<file path="src/rtl/prim_reqack_src_buf.sv">
// rtl/prim_reqack_src_buf.sv - valid/ready to req/ack source buffer with FIFO, timeout and error flags
//
// Purpose: buffers an upstream valid/ready stream in a small FIFO and presents
// it to a req/ack CDC synchroniser source port, one word per handshake, with
// the payload held stable while req_o is high.
//
// Ports:
//   clk_i       clock (synchroniser source clock)
//   rst_i       synchronous active-high reset
//   in_valid_i  upstream valid
//   in_ready_o  FIFO not full
//   in_data_i   upstream payload
//   req_o       level request to synchroniser
//   ack_i       single-cycle ack from synchroniser
//   data_o      registered payload for the crossing
//   level_o     FIFO occupancy
//   timeout_o   sticky: handshake exceeded TimeoutCycles
//   err_ack_o   sticky: ack seen while not requesting
//   clr_i       clears the sticky flags
module prim_reqack_src_buf #(
  parameter int unsigned Width         = 8,
  parameter int unsigned Depth         = 2,
  parameter int unsigned TimeoutCycles = 1024
) (
  input  logic                         clk_i,
  input  logic                         rst_i,
  input  logic                         in_valid_i,
  output logic                         in_ready_o,
  input  logic [Width-1:0]             in_data_i,
  output logic                         req_o,
  input  logic                         ack_i,
  output logic [Width-1:0]             data_o,
  output logic [$clog2(Depth+1)-1:0]   level_o,
  output logic                         timeout_o,
  output logic                         err_ack_o,
  input  logic                         clr_i
);

  localparam int unsigned PtrW = (Depth > 1) ? $clog2(Depth) : 1;
  localparam int unsigned LvlW = $clog2(Depth+1);
  localparam int unsigned TmoW = (TimeoutCycles > 1) ? $clog2(TimeoutCycles+1) : 1;
  // Count value that, after one more idle REQ cycle, reaches TimeoutCycles.
  localparam int unsigned TmoLast = (TimeoutCycles > 0) ? TimeoutCycles - 1 : 0;

  typedef enum logic {
    IDLE = 1'b0,
    REQ  = 1'b1
  } state_t;

  state_t              r_state;
  state_t              w_state_nxt;
  logic [Width-1:0]    r_mem [Depth];
  logic [PtrW-1:0]     r_wptr;
  logic [PtrW-1:0]     r_rptr;
  logic [LvlW-1:0]     r_level;
  logic [Width-1:0]    r_data;
  logic [Width-1:0]    w_data_nxt;
  logic [TmoW-1:0]     r_tmo_cnt;
  logic [TmoW-1:0]     w_tmo_cnt_nxt;
  logic                r_timeout;
  logic                r_err_ack;
  logic                w_push;
  logic                w_pop;
  logic                w_tmo_set;
  logic                w_err_set;
  logic [PtrW-1:0]     w_wptr_inc;
  logic [PtrW-1:0]     w_rptr_inc;

  assign in_ready_o = (r_level != LvlW'(Depth));
  assign w_push     = in_valid_i & in_ready_o;
  // An ack outside REQ is only flagged; it never pops.
  assign w_pop      = (r_state == REQ) & ack_i;
  assign w_err_set  = (r_state == IDLE) & ack_i;

  assign w_wptr_inc = (r_wptr == PtrW'(Depth-1)) ? '0 : r_wptr + 1'b1;
  assign w_rptr_inc = (r_rptr == PtrW'(Depth-1)) ? '0 : r_rptr + 1'b1;

  // Set only on the edge where the count reaches TimeoutCycles, so a clear
  // issued while the counter sits saturated actually takes effect.
  assign w_tmo_set = (TimeoutCycles != 0) && (r_state == REQ) && !ack_i &&
                     (r_tmo_cnt == TmoW'(TmoLast));

  always_comb begin
    w_state_nxt   = r_state;
    w_data_nxt    = r_data;
    w_tmo_cnt_nxt = '0;
    case (r_state)
      IDLE: begin
        if (r_level != '0) begin
          w_state_nxt = REQ;
          w_data_nxt  = r_mem[r_rptr];
        end
      end
      REQ: begin
        if (ack_i) begin
          // Post-pop occupancy excludes a same-cycle push on purpose: that
          // word is picked up through IDLE on the next cycle.
          if (r_level > LvlW'(1)) begin
            w_data_nxt = r_mem[w_rptr_inc];
          end else begin
            w_state_nxt = IDLE;
          end
        end else if (TimeoutCycles != 0) begin
          if (r_tmo_cnt != TmoW'(TimeoutCycles)) begin
            w_tmo_cnt_nxt = r_tmo_cnt + 1'b1;
          end else begin
            w_tmo_cnt_nxt = r_tmo_cnt;
          end
        end
      end
      default: w_state_nxt = IDLE;
    endcase
  end

  always_ff @(posedge clk_i) begin
    if (w_push) begin
      r_mem[r_wptr] <= in_data_i;
    end
  end

  always_ff @(posedge clk_i) begin
    if (rst_i) begin
      r_state   <= IDLE;
      r_wptr    <= '0;
      r_rptr    <= '0;
      r_level   <= '0;
      r_data    <= '0;
      r_tmo_cnt <= '0;
      r_timeout <= 1'b0;
      r_err_ack <= 1'b0;
    end else begin
      r_state   <= w_state_nxt;
      r_data    <= w_data_nxt;
      r_tmo_cnt <= w_tmo_cnt_nxt;
      if (w_push) begin
        r_wptr <= w_wptr_inc;
      end
      if (w_pop) begin
        r_rptr <= w_rptr_inc;
      end
      case ({w_push, w_pop})
        2'b10:   r_level <= r_level + 1'b1;
        2'b01:   r_level <= r_level - 1'b1;
        default: r_level <= r_level;
      endcase
      if (w_tmo_set) begin
        r_timeout <= 1'b1;
      end else if (clr_i) begin
        r_timeout <= 1'b0;
      end
      if (w_err_set) begin
        r_err_ack <= 1'b1;
      end else if (clr_i) begin
        r_err_ack <= 1'b0;
      end
    end
  end

  assign req_o     = (r_state == REQ);
  assign data_o    = r_data;
  assign level_o   = r_level;
  assign timeout_o = r_timeout;
  assign err_ack_o = r_err_ack;

endmodule
</file>
<file path="config.mk">
export PLATFORM = sky130hd
export DESIGN_NAME = prim_reqack_src_buf
export DESIGN_NICKNAME = d
export VERILOG_FILES = /design/src/rtl/prim_reqack_src_buf.sv
export SDC_FILE = /design/constraint.sdc
export NUM_CORES = 1
export LEC_CHECK = 0
export ABC_CLOCK_PERIOD_IN_PS = 2310
export BUFFER_PORTS_ARGS = -buffer_cell sky130_fd_sc_hd__buf_2
export CORE_MARGIN = 2
export CORE_UTILIZATION = 30
export CTS_BUF_LIST = sky130_fd_sc_hd__clkbuf_16
export CTS_CLUSTER_DIAMETER = 200
export DETAILED_ROUTE_END_ITERATION = 10
export PLACE_DENSITY_LB_ADDON = 0.1
export SYNTH_ARGS = -nofsm -noshare
export SYNTH_HDL_FRONTEND = slang
export SYNTH_SLANG_ARGS = --single-unit
</file>
<file path="constraint.sdc">
create_clock -name clk_i -period 2.31 [get_ports clk_i]
set_input_delay 0.462 -clock clk_i [delete_from_list [all_inputs] [get_ports clk_i]]
set_output_delay 0.462 -clock clk_i [all_outputs]
set_load 0.005 [all_outputs]
</file>
# Yosys cells after proc, flatten, opt, wreduce, memory -nomap -nowiden
# Memory sizes are Yosys's and may differ from the RTL's. A register that Yosys moved wholly into a read port is not among the register bits.
# Index checks and enable logic that the tools add are counted.
[op_classes] bitwise_logic=4 magnitude_cmp=1 addsub=5 n_reduce_logical=9 n_mux=18 eq_ne=8
[op_table] operator="two-way mux 8 bit" count=3
[op_table] operator="case mux 8 bit (2 select lines)" count=1
[op_table] operator="two-way mux 1 bit" count=12
[op_table] operator="adder 11 x 1 -> 11 bit, second input constant" count=1
[op_table] operator="== test 11 x 10 -> 1 bit, second input constant" count=1
[op_table] operator="inequality test 11 bit, second input constant" count=1
[op_table] operator="nonzero test 2 bit" count=4
[op_table] operator="inequality test 2 x 1 -> 1 bit, second input constant" count=2
[op_table] operator="inequality test 2 bit, second input constant" count=2
[op_table] operator="case mux 2 bit (2 select lines)" count=1
[op_table] operator="AND 1 bit" count=3
[op_table] operator="AND reduction 3 bit" count=1
[op_table] operator="OR reduction 3 bit" count=1
[op_table] operator="adder 1 bit, second input constant" count=2
[op_table] operator="adder 2 x 1 -> 2 bit, second input constant" count=1
[op_table] operator="== test 2 x 1 -> 1 bit, second input constant" count=1
[op_table] operator="== test 2 bit, second input constant" count=1
[op_table] operator="> comparator 2 x 1 -> 1 bit, second input constant" count=1
[op_table] operator="logical AND 1 bit" count=2
[op_table] operator="case mux 1 bit (2 select lines)" count=1
[op_table] operator="subtractor 2 x 1 -> 2 bit, second input constant" count=1
[op_table] operator="zero test 1 bit" count=1
[op_table] operator="inverter 1 bit" count=1
[word_totals] elab_cells=54 memories=1 in_bits=13 ram_bits=16 register_bits=26 out_inout_bits=14
[mem_list] name="r_mem" words=2 word_bits=8 rd=2 rd_clocked_by_memory_dff=1 wr=1 line_no="52" source="logic [Width-1:0] r_mem [Depth];"

# Logic depth before layout (Yosys ltp)
# An unclocked memory read counts as a cell.
[depth] depth_word=6 depth_mapped=7 mapped_depth_nobuf=7

# Worst setup path before layout
# OpenSTA, ideal clock, no wires.
[synth_timing] path_kind="register -> register" from="register r_level[0], in the netlist level_o[0]" to="memory r_mem[0][0] (enable)" stages_incl_launch_ff=5 synth_period_minus_slack_ns=1.576 required_ns=1.940 path_slack_ns=0.734 arrival_ns=1.206 n_path_buf=0 setup_ns=0.370 path_cell_list="dfxtp_1 -> inv_1 -> ha_1 -> nand2b_1 -> nor2_1"
[synth_between] elab_chain_cells=4
[synth_lines] element="start, declared" line_no="55" source="logic [LvlW-1:0] r_level;"
[synth_lines] element="start signal, assigned" line_no="142" source="2'b10: r_level <= r_level + 1'b1;"
[synth_lines] element="start signal, assigned" line_no="143" source="2'b01: r_level <= r_level - 1'b1;"
[synth_lines] element="start signal, assigned" line_no="144" source="default: r_level <= r_level;"
[synth_lines] element="inequality test 2 bit" line_no="69" source="assign in_ready_o = (r_level != LvlW'(Depth));"
[synth_lines] element="AND 1 bit" line_no="70" source="assign w_push = in_valid_i & in_ready_o;"
[synth_lines] element="two-way mux 1 bit" line_no="116" source="if (w_push) begin"
[synth_lines] element="two-way mux 1 bit (implied by the code)" line_no="117" source="r_mem[r_wptr] <= in_data_i;"
[synth_lines] element="end, declared" line_no="52"
# Every way passes these cells.

# Worst setup path after layout
[layout_timing] from="register r_level[0], in the netlist level_o[0]" to="memory r_mem[0][1] (enable)"
# Same word-level chain as after synthesis.

==> results.cfg <==
[placed_design]
io_buffers = 26
place_ws_ns = 0.514
hpwl_mm = 2.77
gp_congestion = 0.752

[logic_synthesis]
synth_top_area_cell = dfxtp_1
yosysMostFrequentCell = dfxtp_1
synth_top_area_frac = 0.296
syn_inst = 173
synth-xor-area-share = 0.0288
synth_seq_cells = 43
synthAdderAreaFrac = 0.0412
synth.avg_cell_area_sq_um = 10.5
synth_edf_count = 16
muxShareOfSynthArea = 0.00549
netlist_top_cells_area = dfxtp_1 30%, edfxtp_1 26%, ha_1 4.1%
syn_nets = 192
ys_warn_count = 0
synth_area_sq_um = 1820
yosys.area_share.simple = 0.196
ys_seq_area_frac = 0.560
yosys-top-cells-count = 27 x dfxtp_1, 16 x edfxtp_1, 12 x nand3_1, 12 x nor2_1, 12 x o21ai_0
synth_compound_area_frac = 0.124
synthArstFlopShare = 0
synth_top_family_by_area = simple AND/OR/NAND/NOR gates
synthFlopType = dfxtp_1
yosysUniqueCellTypes = 40

[critical_path]
endpoint_kind = flop
crit_end = r_mem[0][1]$_DFFE_PP_
regToRegEndpoint = r_mem[0][1]$_DFFE_PP_
required_ns = 2.22
rrSetupSlack_ns = 0.53
r2r_cells = 4
crit-reg2reg-launch = level_o[0]$_SDFFE_PP0P_
crit_start = level_o[0]$_SDFFE_PP0P_
critPathKind = reg2reg
startpoint_type = flop
crit_fanout = 8
crit_arrival_ns = 1.69

[final_layout]
area_delta_synth_final_pct = 18.5
n_fill_cell = 594
antennaDiodeCount = 0
multi_input_area_sq_um = 719
drive_gt1_frac = 0.176
regArea_sq_um = 1020
fin_nets = 217

[clock_tree]
root_buffer = clkbuf_16
cts_buffer_depth = 2
post-cts-setup-buffers = 0
htree_levels = 2
cts_tree = done
cts_sinks = 43
cts_hold_buf = 0
ctsResizeCount = 0
clk_latency_ns = 0.28
cts_made_buffers = 5
path_clk_slew_ns = 0.05

[timing]
fin_worst_skew_ns = 0.00451
final_max_slew_viol_count = 0
worst_hold_slack_ns = 0.371
tns_ns = 0
setup_viol = 0
rsz0062_at_grt = false
tightest_slew_ns = 0.681
hold_viol = 0
fmax_mhz = 563
maxSlewHeadroom = 0.544
min_period_ns = 1.78
setup_ws_ns = 0.534
period_share = 0.769

[pwr]
powerDensity_nw_per_um2 = 1170
ir_drop_uv = 451
p_leak_nw = 0.815
finalPower_mw = 2.53

[die]
ioPinCount = 27
die_area_sq_um = 6720
fp-row-count = 28
die_y_microns = 82.0
initial_utilization = 0.310
die_x_microns = 82.0
core_sq_um = 5890

[routing]
first_pass_iters = 4
drcViolationCount = 0
vias_per_cell = 4.80
final_antenna_net_count = 0
drt-initial-drc-count = 48
post_drt_wl_per_cell_microns = 13.4
via_count = 1315
wl_mm = 3.68

[global_route]
grt_pass1_wl_mm = 6.05
grt_max_degree = 20
globalRoute.totalOverflow = 0
grt_pass1_vias = 1319
grt_usage = 0.121
antenna_found_initial = 0

[worst_hold_path]
min_path_type = in2reg

[outcome]
outcome = complete, no violations

[flow_run]
maxCapViolCount = 0
area by class of cell:
type / count / share of cell area
flip-flops and latches: 43 / 0.473
well taps: 75 / 0.0435
clock buffers: 6 / 0.0695
inverters: 10 / 0.0174
clock inverters: 2 / 0.00348
repair buffers: 26 / 0.0603
multi-input cells: 112 / 0.333
routing by layer:
metal  vias up  GRT usage  routed length (microns)
li1        690          -                        -
met2        19      0.215                     1970
met4         0     0.0500                       61
met5         -          0                        0
met3         6     0.0363                      116
met1       600      0.135                     1530
kinds of logic (layout without fill, tap and decap cells):
kind of cell | Yosys count | count (layout)
and+or+nand+nor | 65 | 65
DFF | 43 | 43
AOI/OAI and AO/OA | 34 | 34
buffers and inverters | 18 | 44
adders and majority gates | 6 | 6
xor gates and xnor gates | 6 | 6
muxes | 1 | 1
where the power goes:
part / internal, mW / switching [mW] / leakage, nW / total, mW
combinational: 0.318 / 0.409 / 0.360 / 0.727
sequential: 0.972 / 0.114 / 0.370 / 1.09
clock: 0.458 / 0.264 / 0.0846 / 0.722
total: 1.75 / 0.786 / 0.815 / 2.53
worst max-delay path: stages (launching register included):
cell      delay (ns)
dfxtp_1         0.38
inv_1           0.09
ha_1            0.21
nand2b_1        0.19
nor2_1          0.54
per-stage QoR:
| stage | std cells | utilization | area [sq um] |
|---|---|---|---|
| after floorplan | 173 | - | 1820 |
| after CTS | 274 | 0.367 | 2160 |
| after detailed placement | 266 | 0.340 | 2000 |
| final | 274 | 0.367 | 2160 |
| after global placement | 266 | 0.340 | 2000 |
| after global routing | 274 | 0.367 | 2160 |
registers in the layout, summed over array words and instances (netlist names), named ones only:
register,cells
data_o,8
level_o,2
r_tmo_cnt,11
req_o,1
r_rptr,1
r_mem,16
timeout_o,1
r_wptr,1
err_ack_o,1
layout by cell type, fill, tap and decap left out, drive strengths merged, types with 2 or more instances in the layout:
master,instances
a21oi,6
a311oi,8
a31o,2
buf,26
clkbuf,6
dfxtp,27
edfxtp,16
ha,6
inv,12
nand2,6
nand2b,5
nand3,12
nand4,4
nor2,12
nor2b,2
nor3,8
o21ai,12
o31ai,2
or3,3
or4,3
xnor2,2
xor2,4
how the worst min path moves through the flow:
stage                      startpoint                      to  slack, ns  cells after the start
2_1_floorplan  timeout_o$_SDFFE_PP0P_  timeout_o$_SDFFE_PP0P_       0.44                      2
3_3_place_gp   timeout_o$_SDFFE_PP0P_  timeout_o$_SDFFE_PP0P_       0.43                      2
3_5_place_dp   timeout_o$_SDFFE_PP0P_  timeout_o$_SDFFE_PP0P_       0.43                      2
4_1_cts                  in_data_i[7]   r_mem[0][7]$_DFFE_PP_       0.36                      1
5_1_grt                  in_data_i[4]   r_mem[1][4]$_DFFE_PP_       0.36                      1
6_report                 in_data_i[1]   r_mem[1][1]$_DFFE_PP_       0.37                      1
Note: power is estimated with default switching activity, not from simulation.
